<file path="src/rtl/fpu_ctrl_pkg.sv">
`default_nettype none
// ============================================================================
// Package  : fpu_ctrl_pkg
// Brief    : Shared flag indices, rounding modes and operation type for the
//            single-precision add/sub issue control.
// Revision : 1.0
// ============================================================================
package fpu_ctrl_pkg;

  localparam int INVALID = 3;
  localparam int OVF     = 2;
  localparam int UNF     = 1;
  localparam int INEXACT = 0;

  localparam logic [1:0] RM_RNE = 2'b00;
  localparam logic [1:0] RM_RTZ = 2'b01;
  localparam logic [1:0] RM_RUP = 2'b10;
  localparam logic [1:0] RM_RDN = 2'b11;

  typedef struct packed {
    logic [31:0] a;
    logic [31:0] b;
    logic        sub;
    logic [1:0]  rm;
  } fpu_op_t;

endpackage
`default_nettype wire

</file>
<file path="src/rtl/fpu_tag_pipe.sv">
`default_nettype none
// ============================================================================
// Module   : fpu_tag_pipe
// Brief    : DEPTH-deep {valid, id} shift register tracking in-flight ops.
// Revision : 1.0
// ============================================================================
module fpu_tag_pipe #(
  parameter int DEPTH = 3
) (
  input  logic clk,
  input  logic rst,
  input  logic i_valid,
  input  logic i_id,
  output logic o_valid,
  output logic o_id,
  output logic o_any
);

  logic [DEPTH-1:0] r_valid;
  logic [DEPTH-1:0] r_id;

  always_ff @(posedge clk) begin
    if (rst) begin
      r_valid <= '0;
      r_id    <= '0;
    end else begin
      r_valid[0] <= i_valid;
      r_id[0]    <= i_id;
      for (int i = 1; i < DEPTH; i++) begin
        r_valid[i] <= r_valid[i-1];
        r_id[i]    <= r_id[i-1];
      end
    end
  end

  assign o_valid = r_valid[DEPTH-1];
  assign o_id    = r_id[DEPTH-1];
  assign o_any   = |r_valid;

endmodule
`default_nettype wire

</file>
<file path="src/rtl/fpu_add_arbiter.sv">
`default_nettype none
// ============================================================================
// Module   : fpu_add_arbiter
// Brief    : Round-robin issue of two requesters into one FP add datapath,
//            with in-order result routing and per-requester sticky flags.
// Revision : 1.0
// ============================================================================
module fpu_add_arbiter
  import fpu_ctrl_pkg::*;
#(
  parameter int LATENCY = 3
) (
  input  logic        clk,
  input  logic        rst,
  input  logic        req0_valid,
  output logic        req0_ready,
  input  logic [31:0] req0_a,
  input  logic [31:0] req0_b,
  input  logic        req0_sub,
  input  logic [1:0]  req0_rm,
  input  logic        req1_valid,
  output logic        req1_ready,
  input  logic [31:0] req1_a,
  input  logic [31:0] req1_b,
  input  logic        req1_sub,
  input  logic [1:0]  req1_rm,
  input  logic        hold,
  output logic        dp_valid,
  output logic [31:0] dp_a,
  output logic [31:0] dp_b,
  output logic        dp_sub,
  output logic [1:0]  dp_rm,
  input  logic [31:0] dp_res,
  input  logic [3:0]  dp_flags,
  output logic        rsp0_valid,
  output logic        rsp1_valid,
  output logic [31:0] rsp_data,
  output logic [3:0]  rsp_flags,
  output logic [3:0]  sticky0,
  output logic [3:0]  sticky1,
  input  logic        clr0,
  input  logic        clr1,
  output logic        busy
);

  logic        r_prio;
  fpu_op_t     r_op;
  logic        r_dp_valid;
  logic        r_dp_id;
  logic        w_gnt0;
  logic        w_gnt1;
  fpu_op_t     w_op_sel;
  logic        w_tail_valid;
  logic        w_tail_id;
  logic        w_tag_any;
  logic        w_upd0;
  logic        w_upd1;
  logic        r_rsp0_valid;
  logic        r_rsp1_valid;
  logic [31:0] r_rsp_data;
  logic [3:0]  r_rsp_flags;
  logic [3:0]  r_sticky0;
  logic [3:0]  r_sticky1;

  // Readiness is gated by rst so nothing is accepted while the pipe is cleared.
  always_comb begin
    w_gnt0 = 1'b0;
    w_gnt1 = 1'b0;
    if (!rst && !hold) begin
      if (req0_valid && req1_valid) begin
        w_gnt0 = ~r_prio;
        w_gnt1 = r_prio;
      end else begin
        w_gnt0 = req0_valid;
        w_gnt1 = req1_valid;
      end
    end
    w_op_sel = w_gnt1 ? fpu_op_t'{a: req1_a, b: req1_b, sub: req1_sub, rm: req1_rm}
                      : fpu_op_t'{a: req0_a, b: req0_b, sub: req0_sub, rm: req0_rm};
  end

  always_ff @(posedge clk) begin
    if (rst) begin
      r_prio     <= 1'b0;
      r_dp_valid <= 1'b0;
      r_dp_id    <= 1'b0;
      r_op       <= '0;
    end else begin
      r_dp_valid <= w_gnt0 | w_gnt1;
      if (w_gnt0 || w_gnt1) begin
        r_op    <= w_op_sel;
        r_dp_id <= w_gnt1;
        r_prio  <= w_gnt0;
      end
    end
  end

  fpu_tag_pipe #(
    .DEPTH (LATENCY)
  ) u_tag_pipe (
    .clk     (clk),
    .rst     (rst),
    .i_valid (r_dp_valid),
    .i_id    (r_dp_id),
    .o_valid (w_tail_valid),
    .o_id    (w_tail_id),
    .o_any   (w_tag_any)
  );

  assign w_upd0 = w_tail_valid & ~w_tail_id;
  assign w_upd1 = w_tail_valid &  w_tail_id;

  // A clear coinciding with a new result keeps only the new flags.
  always_ff @(posedge clk) begin
    if (rst) begin
      r_rsp0_valid <= 1'b0;
      r_rsp1_valid <= 1'b0;
      r_rsp_data   <= '0;
      r_rsp_flags  <= '0;
      r_sticky0    <= '0;
      r_sticky1    <= '0;
    end else begin
      r_rsp0_valid <= w_upd0;
      r_rsp1_valid <= w_upd1;
      if (w_tail_valid) begin
        r_rsp_data  <= dp_res;
        r_rsp_flags <= dp_flags;
      end
      if (clr0)        r_sticky0 <= w_upd0 ? dp_flags : 4'b0000;
      else if (w_upd0) r_sticky0 <= r_sticky0 | dp_flags;
      if (clr1)        r_sticky1 <= w_upd1 ? dp_flags : 4'b0000;
      else if (w_upd1) r_sticky1 <= r_sticky1 | dp_flags;
    end
  end

  assign req0_ready = w_gnt0;
  assign req1_ready = w_gnt1;
  assign dp_valid   = r_dp_valid;
  assign dp_a       = r_op.a;
  assign dp_b       = r_op.b;
  assign dp_sub     = r_op.sub;
  assign dp_rm      = r_op.rm;
  assign rsp0_valid = r_rsp0_valid;
  assign rsp1_valid = r_rsp1_valid;
  assign rsp_data   = r_rsp_data;
  assign rsp_flags  = r_rsp_flags;
  assign sticky0    = r_sticky0;
  assign sticky1    = r_sticky1;
  assign busy       = r_dp_valid | w_tag_any | r_rsp0_valid | r_rsp1_valid;

endmodule
`default_nettype wire

</file>
<file path="config.mk">
export PLATFORM = sky130hd
export DESIGN_NAME = fpu_add_arbiter
export DESIGN_NICKNAME = d
export VERILOG_FILES = /design/src/rtl/fpu_ctrl_pkg.sv /design/src/rtl/fpu_tag_pipe.sv /design/src/rtl/fpu_add_arbiter.sv
export SDC_FILE = /design/constraint.sdc
export NUM_CORES = 1
export LEC_CHECK = 0
export CELL_PAD_IN_SITES_DETAIL_PLACEMENT = 1
export CELL_PAD_IN_SITES_GLOBAL_PLACEMENT = 2
export CORE_MARGIN = 2
export CORE_UTILIZATION = 21
export DETAILED_ROUTE_END_ITERATION = 10
export GPL_ROUTABILITY_DRIVEN = 0
export PLACE_DENSITY_LB_ADDON = 0.1
export RECOVER_POWER = 50
export SYNTH_ARGS = -nofsm -noshare
export SYNTH_HDL_FRONTEND = slang
export SYNTH_HIERARCHICAL = 1
export SYNTH_SLANG_ARGS = --single-unit
</file>
<file path="constraint.sdc">
create_clock -name clk -period 2.2 [get_ports clk]
set_input_delay 0.66 -clock clk [delete_from_list [all_inputs] [get_ports clk]]
set_output_delay 0.66 -clock clk [all_outputs]
set_load 0.1 [all_outputs]
</file>
# Word level (Yosys, flattened, before mapping)
# Index checks and enable logic that the tools add are counted.
[op_classes]
add_sub_neg = 0
n_mul = 0
div_mod_pow = 0
order_cmp = 0
n_eq_ne = 0
shifts = 0
n_mux = 11
n_bitwise = 10
n_reduce_logical = 8
[op_table]
columns = ["operator", "n"]
rows = [
  ["$mux W67", 1],
  ["$mux W4", 6],
  ["$or A4 B4 Y4", 2],
  ["$mux W1", 4],
  ["$or A1 B1 Y1", 4],
  ["$reduce_bool A2 Y1", 2],
  ["$reduce_or A3 Y1", 1],
  ["$and A1 B1 Y1", 2],
  ["$logic_and A1 B1 Y1", 2],
  ["$logic_not A1 Y1", 2],
  ["$not A1 Y1", 2],
  ["$logic_or A1 B1 Y1", 1],
]
[word_totals]
regBits = 122
latch_bits = 0
ramBits = 0
mem_bits_ro = 0
in_bits = 177
out_inout_bits = 117
wordCells = 44
mem_count = 0

# Logic depth before layout (Yosys ltp)
[depth]
ltp_word = 4
ltp_mapped = 7
depth_no_buf = 3

# By module
# Netlist, hierarchy kept.
[modules_own_cells]
columns = ["module", "instances", "cells_per_inst", "area_each_um2", "seq_area_each_um2"]
rows = [
  ["fpu_add_arbiter", 1, 562, 5071.1, 2322.2],
  ["fpu_tag_pipe", 1, 13, 166.4, 120.1],
]

# Worst setup path after synthesis
# No wires, ideal clock.
[synth_path]
path_type = "input -> output"
from = "in rst"
to = "out req1_ready"
arrival_time_ps = 1843
required_time_ps = 1540
setup_slack_ps = -303
stages = 4
n_path_buf = 1
cell_sequence = "nor2_4 clkbuf_1 nand3_1 inv_1"
[synth_via]
elab_chain_len = 3
[synth_rtl]
columns = ["element", "line", "text"]
rows = [
  ["from (decl)", "fpu_add_arbiter.sv:14", "input logic rst,"],
  ["$logic_not A1 Y1", "fpu_add_arbiter.sv:69", "if (!rst && !hold) begin"],
  ["$logic_and A1 B1 Y1", "fpu_add_arbiter.sv:69", ""],
  ["$mux W1", "fpu_add_arbiter.sv:69", ""],
  ["to (decl)", "fpu_add_arbiter.sv:22", "output logic req1_ready,"],
]
# No other way between the ends.

# Worst setup path in the final report
[layout_path]
from = "reg u_tag_pipe.r_valid[1]"
to = "out busy"
[layout_via]
elab_chain_len = 4
[layout_rtl]
columns = ["element", "line", "text"]
rows = [
  ["from (decl)", "fpu_tag_pipe.sv:19", "logic [DEPTH-1:0] r_valid;"],
  ["from (signal, indexed assignment)", "fpu_tag_pipe.sv:30", "r_valid[i] <= r_valid[i-1];"],
  ["$reduce_or A3 Y1", "fpu_tag_pipe.sv:38", "assign o_any = |r_valid;"],
  ["via w_tag_any", "fpu_add_arbiter.sv:55", "logic w_tag_any;"],
  ["$or A1 B1 Y1 (3 in a row)", "fpu_add_arbiter.sv:149", "assign busy = r_dp_valid | w_tag_any | r_rsp0_valid | r_rsp1_valid;"],
  ["to (decl)", "fpu_add_arbiter.sv:43", "output logic busy"],
]
# The timed path passes the listed nets, and every way through them passes these cells.

==> metrics.md <==
| Metric | Value |
|---|---|
| Core area | `24400 um2` |
| CP max stage delay | `0.44 ns` |
| Post-synth top cells | `dfxtp_1 (122), a21oi_1 (69), a311oi_1 (67), nand4_1 (67)` |
| Via density | `4.91` |
| Clk pin slew, worst setup/hold paths | `0.06 ns` |
| Final setup fails | `1` |
| Crit Path Category | `reg -> out` |
| Post-synth ARST share | `0` |
| Die height | `162 um` |
| Power after layout | `6.88 mW` |
| F_max | `425 MHz` |
| Power Dens Cells | `774 nW/um2` |
| Combinational fraction of design power | `0.240` |
| IO Port Bufs | `293` |
| ANT nets after route | `0` |
| Full die area | `26200 um2` |
| TritonCTS clock tree | `yes` |
| Clock Tree Buf Depth | `2` |
| Final HPWL DP | `15.8 mm` |
| CTS Buf Count | `17` |
| Initial core utilization | `0.215` |
| Sequential cell area fraction in the yosys report | `0.466` |
| Final net count | `1015` |
| First-pass GRT wire length | `35.4 mm` |
| Top cells by area, synth | `dfxtp_1 (47%), a311oi_1 (11%), nand4_1 (8.0%), mux2i_1 (6.9%), a21oi_1 (6.6%)` |
| GRT Total Usage | `0.172` |
| Layout fillers | `2778` |
| Shortest period the worst path allows | `2.36 ns` |
| P_int | `4.57 mW` |
| Clk_skew | `0.0106 ns` |
| Pleak | `3.21 nW` |
| Seq cells post-synth | `122` |
| Post-synthesis cell area | `5240 um2` |
| Slew Limit Fails | `0` |
| Root Driver | `clkbuf_16` |
| Status | `finished with violations` |
| CP Max Fanout | `2` |
| Final wirelength | `23.2 mm` |
| Hold_buf cts | `0` |
| Failing checks | `negative setup slack` |
| Worst hold slack | `0.449 ns` |
| H-tree depth | `4` |
| Initial DRT Pass Iterations | `4` |
| Worst hold path depth | `1` |
| Critical Path, Cell by Cell | `or3_1 > or4_4 > buf_12` |
| Area fraction of the dominant cell type after synthesis | `0.466` |
| Die Span X | `162 um` |
| Largest net degree at the start of global routing | `68` |
| Detailed Route Iter0 Violations | `297` |
| Initial antenna violation count | `2` |
| Clk_lat worst skew | `0.42 ns` |
| Maximum capacitance violations | `0` |
| Clk pwr share | `0.418` |
| DR WL/cell | `19.7 um` |
| Row cnt | `57` |
| WP data required | `1.54 ns` |
| Synth warn | `6` |
| Netlist cell types | `31` |
| Net Sw Frac | `0.337` |
| Worst Setup End Kind | `output pin` |
| Non-Filler Instances | `1176` |
| VDD IR-drop max | `0.000404 V` |
| Slew @ Worst Pin | `1.22 ns` |
| Hold/Removal Path Class | `reg -> reg` |
| Vias in the first global route | `6057` |
| Area grow syn2layout | `69.7%` |
| Synth Instances | `575` |
| Cell count after placement | `1142` |
| Slowest CP cell | `or4_4` |
| RSZ-0062 raised after global routing | `true` |
| FF-to-FF path depth | `3` |
| Drc violations | `0` |
| Reg power frac | `0.342` |
| Crit path DAT | `1.70 ns` |
| Net Sw Power | `2.32 mW` |
| I/O pin count | `294` |
| Synth Flop Type | `dfxtp_1` |
| Gr ovfl total | `0` |
| Mean area per synthesized cell | `9.11 um2` |
| PnR worst setup slack | `-0.155 ns` |
| EDFF count, synth | `0` |
| Relative slew slack | `0.190` |
| Largest area contributor in the netlist | `dfxtp_1` |
| Count leader, synth | `dfxtp_1` |
| Tcrit/Tclk final | `1.07` |
| Routed vias | `5771` |
| CTS Sinks | `122` |
| Mapped Nets | `752` |
| Share of post-route cells with drive strength above 1 | `0.223` |
| Final Hold Viols | `0` |
| Startpoint types | `register` |
==> per-stage QoR <==
| stage | area [um2] | setup WS (ns) | utilization | TNS, ns |
|---|---|---|---|---|
| after floorplan | 5260 | -0.101 | - | -0.101 |
| after global placement | 8300 | -0.182 | 0.340 | -7.31 |
| after detailed placement | 8300 | -0.218 | 0.340 | -9.58 |
| after CTS | 8900 | -0.181 | 0.365 | -0.181 |
| after global routing | 8890 | -0.209 | 0.364 | -0.834 |
| final | 8890 | -0.155 | 0.364 | -0.155 |
==> timing repair <==
item,in CTS,in global routing
endpoints found under the setup margin,3,1
setup buffers,1,0
pin swaps,2,0
resized for setup,3,0
endpoints found under the hold margin,0,0
==> final timing paths <==
| path | endpoint | slack [ns] | startpoint |
|---|---|---|---|
| max | busy | -0.16 | u_tag_pipe/r_valid[1] |
| min | u_tag_pipe/r_id[1] | 0.45 | u_tag_pipe/r_id[0] |
| max reg2reg | sticky0[3] | 0.02 | u_tag_pipe/r_valid[2] |
| min reg2reg | u_tag_pipe/r_id[1] | 0.45 | u_tag_pipe/r_id[0] |
==> cell families after synthesis <==
| group | synth area share |
|---|---|
| simple gates | 0.135 |
| mux | 0.0688 |
| compound gates | 0.257 |
| flops | 0.466 |
| buf+inv | 0.0731 |
==> layout make-up <==
| cell class | count | area, um2 | share of cell area |
|---|---|---|---|
| Clock inverter | 14 | 160 | 0.0180 |
| Sequential cell | 122 | 2440 | 0.275 |
| Timing Repair Buffer | 320 | 3000 | 0.337 |
| Clock buffer | 18 | 429 | 0.0483 |
| Tap cell | 324 | 405 | 0.0456 |
| Multi-Input combinational cell | 375 | 2430 | 0.274 |
| Antenna cell | 1 | 2.50 | 0.000281 |
| Inverter | 2 | 15.0 | 0.00169 |
==> flip-flops by register name (all words and copies together), names as in the netlist <==
name and cells:
rsp0_valid 1, dp_a 32, rsp_data 32, sticky1 4, dp_b 32, dp_valid 1
u_tag_pipe/r_id 3, r_dp_id 1, r_prio 1, rsp1_valid 1, u_tag_pipe/r_valid 3, sticky0 4
rsp_flags 4, dp_rm 2, dp_sub 1
==> power by group through the flow <==
stage	Clock (mW)	Sequential, mW	Combinational, mW
4_1_cts	2.96	2.36	1.67
2_1_floorplan	0	3.02	0.383
6_report	2.87	2.36	1.65
5_1_grt	3.06	2.37	1.74
3_3_place_gp	0	2.40	1.65
3_5_place_dp	0	2.40	1.67
==> routing by layer <==
layer  global-route usage  vias to the layer above  share of wire  wire length, um
li1                     -                     2737              -                -
met3               0.0521                       23          0.072             1670
met4               0.0515                        2          0.015              348
met2                0.282                      224           0.47            11000
met5                    0                        -        0.00056               13
met1                0.217                     2785           0.44            10200
==> placed cells by master (no fill, tap or decap), drive strengths merged, types with 21 or more instances in the layout <==
master	count
nor2	41
clkbuf	21
buf	143
dfxtp	122
a21oi	69
o21ai	69
mux2i	36
a311oi	67
nand4	67
clkdlybuf4s50	172
==> critical path, delay by kind of cell, from the launching register on <==
kind / cells / cell delay (ns)
AND/OR/NAND/NOR: 2 / 0.80
flip-flops: 1 / 0.30
buffers and inverters: 1 / 0.18
No activity file was read; power rests on OpenSTA's default activity.
==> RTL edit 1 (config.mk and constraints unchanged) <==
Make the reset (`rst`) asynchronous in 3 clocked blocks.
--- a/src/rtl/fpu_tag_pipe.sv
+++ b/src/rtl/fpu_tag_pipe.sv
@@ -21,3 +21,3 @@
 
-  always_ff @(posedge clk) begin
+  always_ff @(posedge clk or posedge rst) begin
     if (rst) begin
--- a/src/rtl/fpu_add_arbiter.sv
+++ b/src/rtl/fpu_add_arbiter.sv
@@ -81,3 +81,3 @@
 
-  always_ff @(posedge clk) begin
+  always_ff @(posedge clk or posedge rst) begin
     if (rst) begin
@@ -113,3 +113,3 @@
   // A clear coinciding with a new result keeps only the new flags.
-  always_ff @(posedge clk) begin
+  always_ff @(posedge clk or posedge rst) begin
     if (rst) begin
Behaviour: differs if rst is asserted again (counterexample within 4 cycles, from zero or initial values and one cycle with rst high); with rst held inactive, the same outputs for 10 cycles.
==> RTL edit 1 against the original RTL <==
The flow still finishes with violations (negative setup slack). Worst setup slack worse by 0.11 ns. Sequential cell count is the same. Die area is 4.7% higher. Global-route usage is 0.54 points lower. Design area rose by 4.1%. First-iteration DRC count is 40% lower. Synthesized area is 4.8% higher. Clock skew fell by 0.00058 ns. Routed wire length down 2.2%. Hold slack got worse by 0.10 ns. Largest cell class is now registers.
Power is not compared: it rests on default switching activity, and its combinational part moved more than twofold at a synthesized area within 25%.
==> RTL edit 1: results (changes against the original RTL) <==
stage;metric;value;unit;change
critical_path;reg2reg setup slack;0.57;ns;+0.55 ns
outcome;failing checks;negative setup slack;;
placement;Area after DPL;8710;µm²;+4.9%
hold_path;Hold/Removal Path Class;register to register;;
synthesis;async set-reset flop share out of synthesis;100;%;+100 points
global_route;largest net degree at the start of global routing;69;;+1.5%
critical_path;worst r2r path cells;4;;+1
finish;Final Non-Filler Cells;1142;;-2.9%
clock_network;maximum clock path buffer count;2;;unchanged
synthesis;synth top area cells;dfrtp_1, nand4_1, mux2_2;;
routing;detailed-router iteration count before antenna repair;4;;unchanged
finish;share of cells above drive strength 1;26.7;%;+4.3 points
clock_network;H-Tree Depth;4;;unchanged
clock_network;clock root cell;clkbuf_16;;
placement;dpl hpwl;15900;µm;+0.55%
synthesis;average size of a mapped cell;10.6;µm²;+17%
synthesis;Most used DFF post-synth;dfrtp_1;;
global_route;vias in the first global route;5978;;-1.3%
placement;DP Worst Slack;-0.322;ns;-0.103 ns
outcome;status;finished with violations;;
routing;Routed met2 length;10700;µm;-2.9%
placement;port bufs;293;;unchanged
timing;# setup viols final;8;;+7
routing;final WL;22700;µm;-2.2%
power;maximum vdd drop;0.481;mV;
synthesis;count of distinct cell types in the synthesized netlist;25;;-19%
finish;Layout Nets;970;;-4.4%
routing;M1 WL;9960;µm;-2.0%
timing;Worst-Margin Slew;1.20;ns;-0.0138 ns
routing;highest routing layer actually used;met4;;
global_route;initial antenna violation count;1;;-1
hold_path;WHS Path Cells;0;;-1
routing;met3 wire length;1660;µm;-0.18%
synthesis;Seq/Total Area, Yosys;55.6;%;+9.0 points
timing;PnR worst setup slack;-0.269;ns;-0.114 ns
timing;Clock Skews;0.0100;ns;-0.000580 ns
timing;Fin Setup TNS;-0.500;ns;-0.345 ns
synthesis;commonest cells in the netlist;dfrtp_1, inv_1, o21ai_0;;
global_route;GRT Total Usage;16.7;%;-0.54 points
finish;Fill cells;2871;;+3.3%
global_route;first-pass GRT wire length;35900;µm;+1.2%
routing;DR iter-0 viols;177;;-40%
critical_path;Crit Path Max Fanout;2;;unchanged
routing;routed vias;5364;;-7.1%
synthesis;Synthesized Nets;694;;-7.7%
[RTL edit 1: changes by cell type after synthesis, sizes merged, moves of 36 or more]
| cell | before | now |
|---|---|---|
| dfrtp | 0 | 122 |
| nor2 | 41 | 2 |
| o311ai | 0 | 67 |
| mux2 | 0 | 36 |
| a21oi | 69 | 0 |
| a311oi | 67 | 0 |
| dfxtp | 122 | 0 |
| inv | 2 | 75 |
| mux2i | 36 | 0 |
[RTL edit 1: power breakdown]
| group | leakage, µW | internal [µW] | switching [µW] | total [µW] |
|---|---|---|---|---|
| clock | 0.000312 | 1960 | 1180 | 3140 |
| combinational | 0.00221 | 1060 | 3430 | 4490 |
| sequential | 0.00148 | 2630 | 220 | 2850 |
| total | 0.00400 | 5650 | 4830 | 10500 |
[RTL edit 1: final cells by class]
cell class              count  area (µm²)  area share (%)
diodes                      1        2.50          0.0270
clock buffers              18         439            4.75
clock inverters            14         210            2.27
inverters                  75         283            3.06
multi-input cells         263        1930            20.9
flip-flops and latches    122        3050            33.0
well taps                 335         419            4.53
repair buffers            314        2920            31.5
[RTL edit 1: worst max-delay path, cell delays in order (launching register included)]
cell	delay, ns
dfrtp_1	0.37
or3_1	0.39
or4_4	0.45
buf_12	0.19
[RTL edit 1: logic make-up after synthesis]
| logic type | synth area share (%) |
|---|---|
| DFF | 55.6 |
| buffers and inverters | 9.66 |
| muxes | 7.38 |
| AOI/OAI and AO/OA | 18.2 |
| and+or+nand+nor | 9.18 |
[RTL edit 1: per-layer routing]
metal / vias to the layer above / track usage, %
met2: 212 / 26.5
li1: 2473 / -
met1: 2657 / 21.1
met5: - / 0
met4: 0 / 5.29
met3: 22 / 6.05
[RTL edit 1: what timing repair did]
action | CTS | global route
endpoints found under the hold margin | 0 | 0
gates cloned | 0 | 0
buffers inserted | 0 | 0
endpoints found under the setup margin | 3 | 2
pin swaps | 4 | 2
gates resized for setup | 3 | 1
[RTL edit 1: worst paths after layout]
path                                        from                  to
hold reg to reg               u_tag_pipe/r_id[0]  u_tag_pipe/r_id[1]
setup / recovery           u_tag_pipe/r_valid[2]                busy
max in group asynchronous                    rst            dp_a[24]
setup reg to reg                          r_prio             dp_a[2]
hold / removal                u_tag_pipe/r_id[0]  u_tag_pipe/r_id[1]
min in group asynchronous                    rst  u_tag_pipe/r_id[2]
[RTL edit 1: metrics by stage]
step                hold slack [ns]  power (µW)
finish                        0.349       10500
global route                  0.361       10900
CTS                           0.351       10700
detailed placement            0.337        7470
global placement              0.334        7420
floorplan                     0.331        6110
==> RTL edit 2 (same flow settings) <==
Without the edit above. Set the parameter `LATENCY` to 2 (it was 3).
--- a/src/rtl/fpu_add_arbiter.sv
+++ b/src/rtl/fpu_add_arbiter.sv
@@ -10,3 +10,3 @@
 #(
-  parameter int LATENCY = 3
+  parameter int LATENCY = 2
 ) (
Check against the original RTL: not equivalent (Yosys sat finds a counterexample within 10 cycles, from zero or initial values and one cycle with rst high).
==> RTL edit 2 against the original RTL <==
The run still ends with negative setup slack left. Sequential cell count is 2 lower. Routed wire length hardly changed. Sequential share of layout area is 0.22 points higher. Design area is 2.4% lower. Total power hardly changed. Synthesized area is 1.1% lower. Count of clock-buffer cells in the layout stayed put. Worst setup slack better by 0.15 ns. Final cell count is 0.17% lower.
==> RTL edit 2: results (changes against the original RTL) <==
stage;metric;value;unit;change
global_route;vias in the first global route;6134;;+1.3%
power;leak pwr;0.00316;µW;-1.8%
clock_network;maximum clock path buffer count;2;;unchanged
synthesis;async set-reset flop share out of synthesis;0;%;unchanged
synthesis;Syn Inst Count;571;;-0.70%
synthesis;Seq/Total Area, Yosys;46.4;%;-0.28 points
timing;Clock Skews;0.00985;ns;-0.000751 ns
synthesis;count of distinct cell types in the synthesized netlist;29;;-6.5%
clock_network;clock root cell;clkbuf_16;;
critical_path;CP max stage cell;or4_4;;
routing;DR iter-0 viols;245;;-18%
global_route;largest net degree at the start of global routing;61;;-10%
critical_path;largest stage delay on the critical path;0.43;ns;
synthesis;commonest cells in the netlist;dfxtp_1, a21oi_1, a311oi_1, nand4_1;;
routing;detailed-router iteration count before antenna repair;4;;unchanged
placement;Placed Cells;1136;;-0.53%
critical_path;CP top delay family;simple AND/OR/NAND/NOR gates;;
routing;WL/cell;19.7;µm;+0.12%
critical_path;Critical R2R Launch;u_tag_pipe/r_valid[1];;
placement;port bufs;293;;unchanged
flow_run;maxcap violations;0;;unchanged
placement;dpl hpwl;15700;µm;-0.66%
power;maximum vdd drop;0.314;mV;-22%
timing;Fin Setup TNS;-0.00576;ns;+0.149 ns
hold_path;Hold Startpoint;u_tag_pipe/r_valid[0];;
global_route;initial antenna violation count;3;;+1
timing;PnR worst setup slack;-0.00576;ns;+0.149 ns
finish;Fill cells;2797;;+0.68%
timing;Slew HR;36.2;%;+17 points
global_route;GRT Total Usage;17.5;%;+0.33 points
clock_network;Clock Latency Late Sink;0.42;ns;about the same
clock_network;# hold bufs at CTS;0;;unchanged
synthesis;Synthesized Nets;748;;-0.53%
hold_path;Hold/Removal Path Class;register to register;;
critical_path;CP startpoint;u_tag_pipe/r_valid[0];;
global_route;first-pass GRT wire length;35700;µm;+0.62%
finish;share of cells above drive strength 1;22.4;%;+0.11 points
finish;Layout Nets;1011;;-0.39%
routing;vias per cell;4.93;;+0.50%
synthesis;Yosys warning total;6;;unchanged
power;Net Sw Frac;33.2;%;-0.45 points
critical_path;Crit Path Max Fanout;2;;unchanged
clock_network;Clock Pin Slew Worst Setup and Hold Paths;0.05;ns;
finish;Final Non-Filler Cells;1174;;-0.17%
critical_path;Critical Path AT;1.55;ns;-0.15 ns
synthesis;synth top area cells;dfxtp_1, a311oi_1, nand4_1;;
clock_network;H-Tree Depth;4;;unchanged
outcome;failing checks;negative setup slack;;
outcome;status;finished with violations;;
clock_network;total CTS buffers;17;;unchanged
timing;# setup viols final;1;;unchanged
-- RTL edit 2: changes by cell type after synthesis --
| cell | change |
|---|---|
| dfxtp_1 | -2 |
| nor2b_1 | -1 |
| nor2b_2 | -1 |
| or2_1 | +1 |
| or3_1 | -1 |
-- RTL edit 2: repair_timing --
action | CTS | global route
endpoints found under the setup margin | 3 | 3
pin swaps | 3 | 1
resized for setup | 3 | 1
buffers inserted | 3 | 0
-- RTL edit 2: through the flow --
stage / util, % / hold WS [ns] / power [µW] / instance area, µm² / setup slack, ns
2_1_floorplan: - / 0.414 / 3430 / 5200 / -0.101
3_3_place_gp: 34.0 / 0.441 / 4080 / 8250 / -0.234
3_5_place_dp: 34.0 / 0.447 / 4100 / 8250 / -0.257
4_1_cts: 36.6 / 0.458 / 7050 / 8880 / -0.0387
5_1_grt: 35.8 / 0.464 / 7190 / 8670 / -0.0527
6_report: 35.8 / 0.453 / 6890 / 8670 / -0.00576
-- RTL edit 2: layout make-up --
class | instances | area (µm²) | share of cell area (%)
Timing Repair Buffer | 320 | 2820 | 32.5
Multi-Input combinational cell | 373 | 2420 | 27.9
Sequential cell | 120 | 2400 | 27.7
Clock buffer | 18 | 429 | 4.95
Tap cell | 324 | 405 | 4.67
Clock inverter | 14 | 173 | 1.99
Inverter | 2 | 15.0 | 0.173
Antenna cell | 3 | 7.51 | 0.0865
-- RTL edit 2: worst reg2reg max path, stage by stage (launching register included) --
cell,delay (ns)
dfxtp_2,0.32
buf_4,0.51
nor3b_1,0.57
a22o_1,0.21
-- RTL edit 2: cells by family (layout without fill, tap and decap cells) --
family          after synthesis  after routing  synth area share (%)
compound gates              213            213                  26.0
buf+inv                      78            354                  7.39
flops                       120            120                  46.4
mux                          36             36                  6.95
other cells                   0              3                     0
simple gates                124            124                  13.3
-- RTL edit 2: final timing paths --
check | end | slack (ns) | cells past startpoint
setup / recovery | busy | -0.006 | 3
hold / removal | u_tag_pipe/r_valid[1] | 0.45 | 1
setup reg to reg | sticky0[0] | 0.55 | 3
hold reg to reg | u_tag_pipe/r_valid[1] | 0.45 | 1
-- RTL edit 2: power by group through the flow --
stage	clock network (µW)	registers, µW	logic, µW
floorplan	0	3030	393
global placement	0	2370	1710
detailed placement	0	2370	1730
CTS	2980	2330	1730
global route	3090	2340	1760
finish	2890	2330	1670
-- RTL edit 2: metal layers --
| layer | global-route usage (%) | up-vias | share of wire [%] |
|---|---|---|---|
| met4 | 6.98 | 0 | 2.8 |
| met5 | 0 | - | 0 |
| met3 | 5.11 | 31 | 6.9 |
| li1 | - | 2730 | - |
| met2 | 28.3 | 224 | 47 |
| met1 | 22.0 | 2805 | 44 |
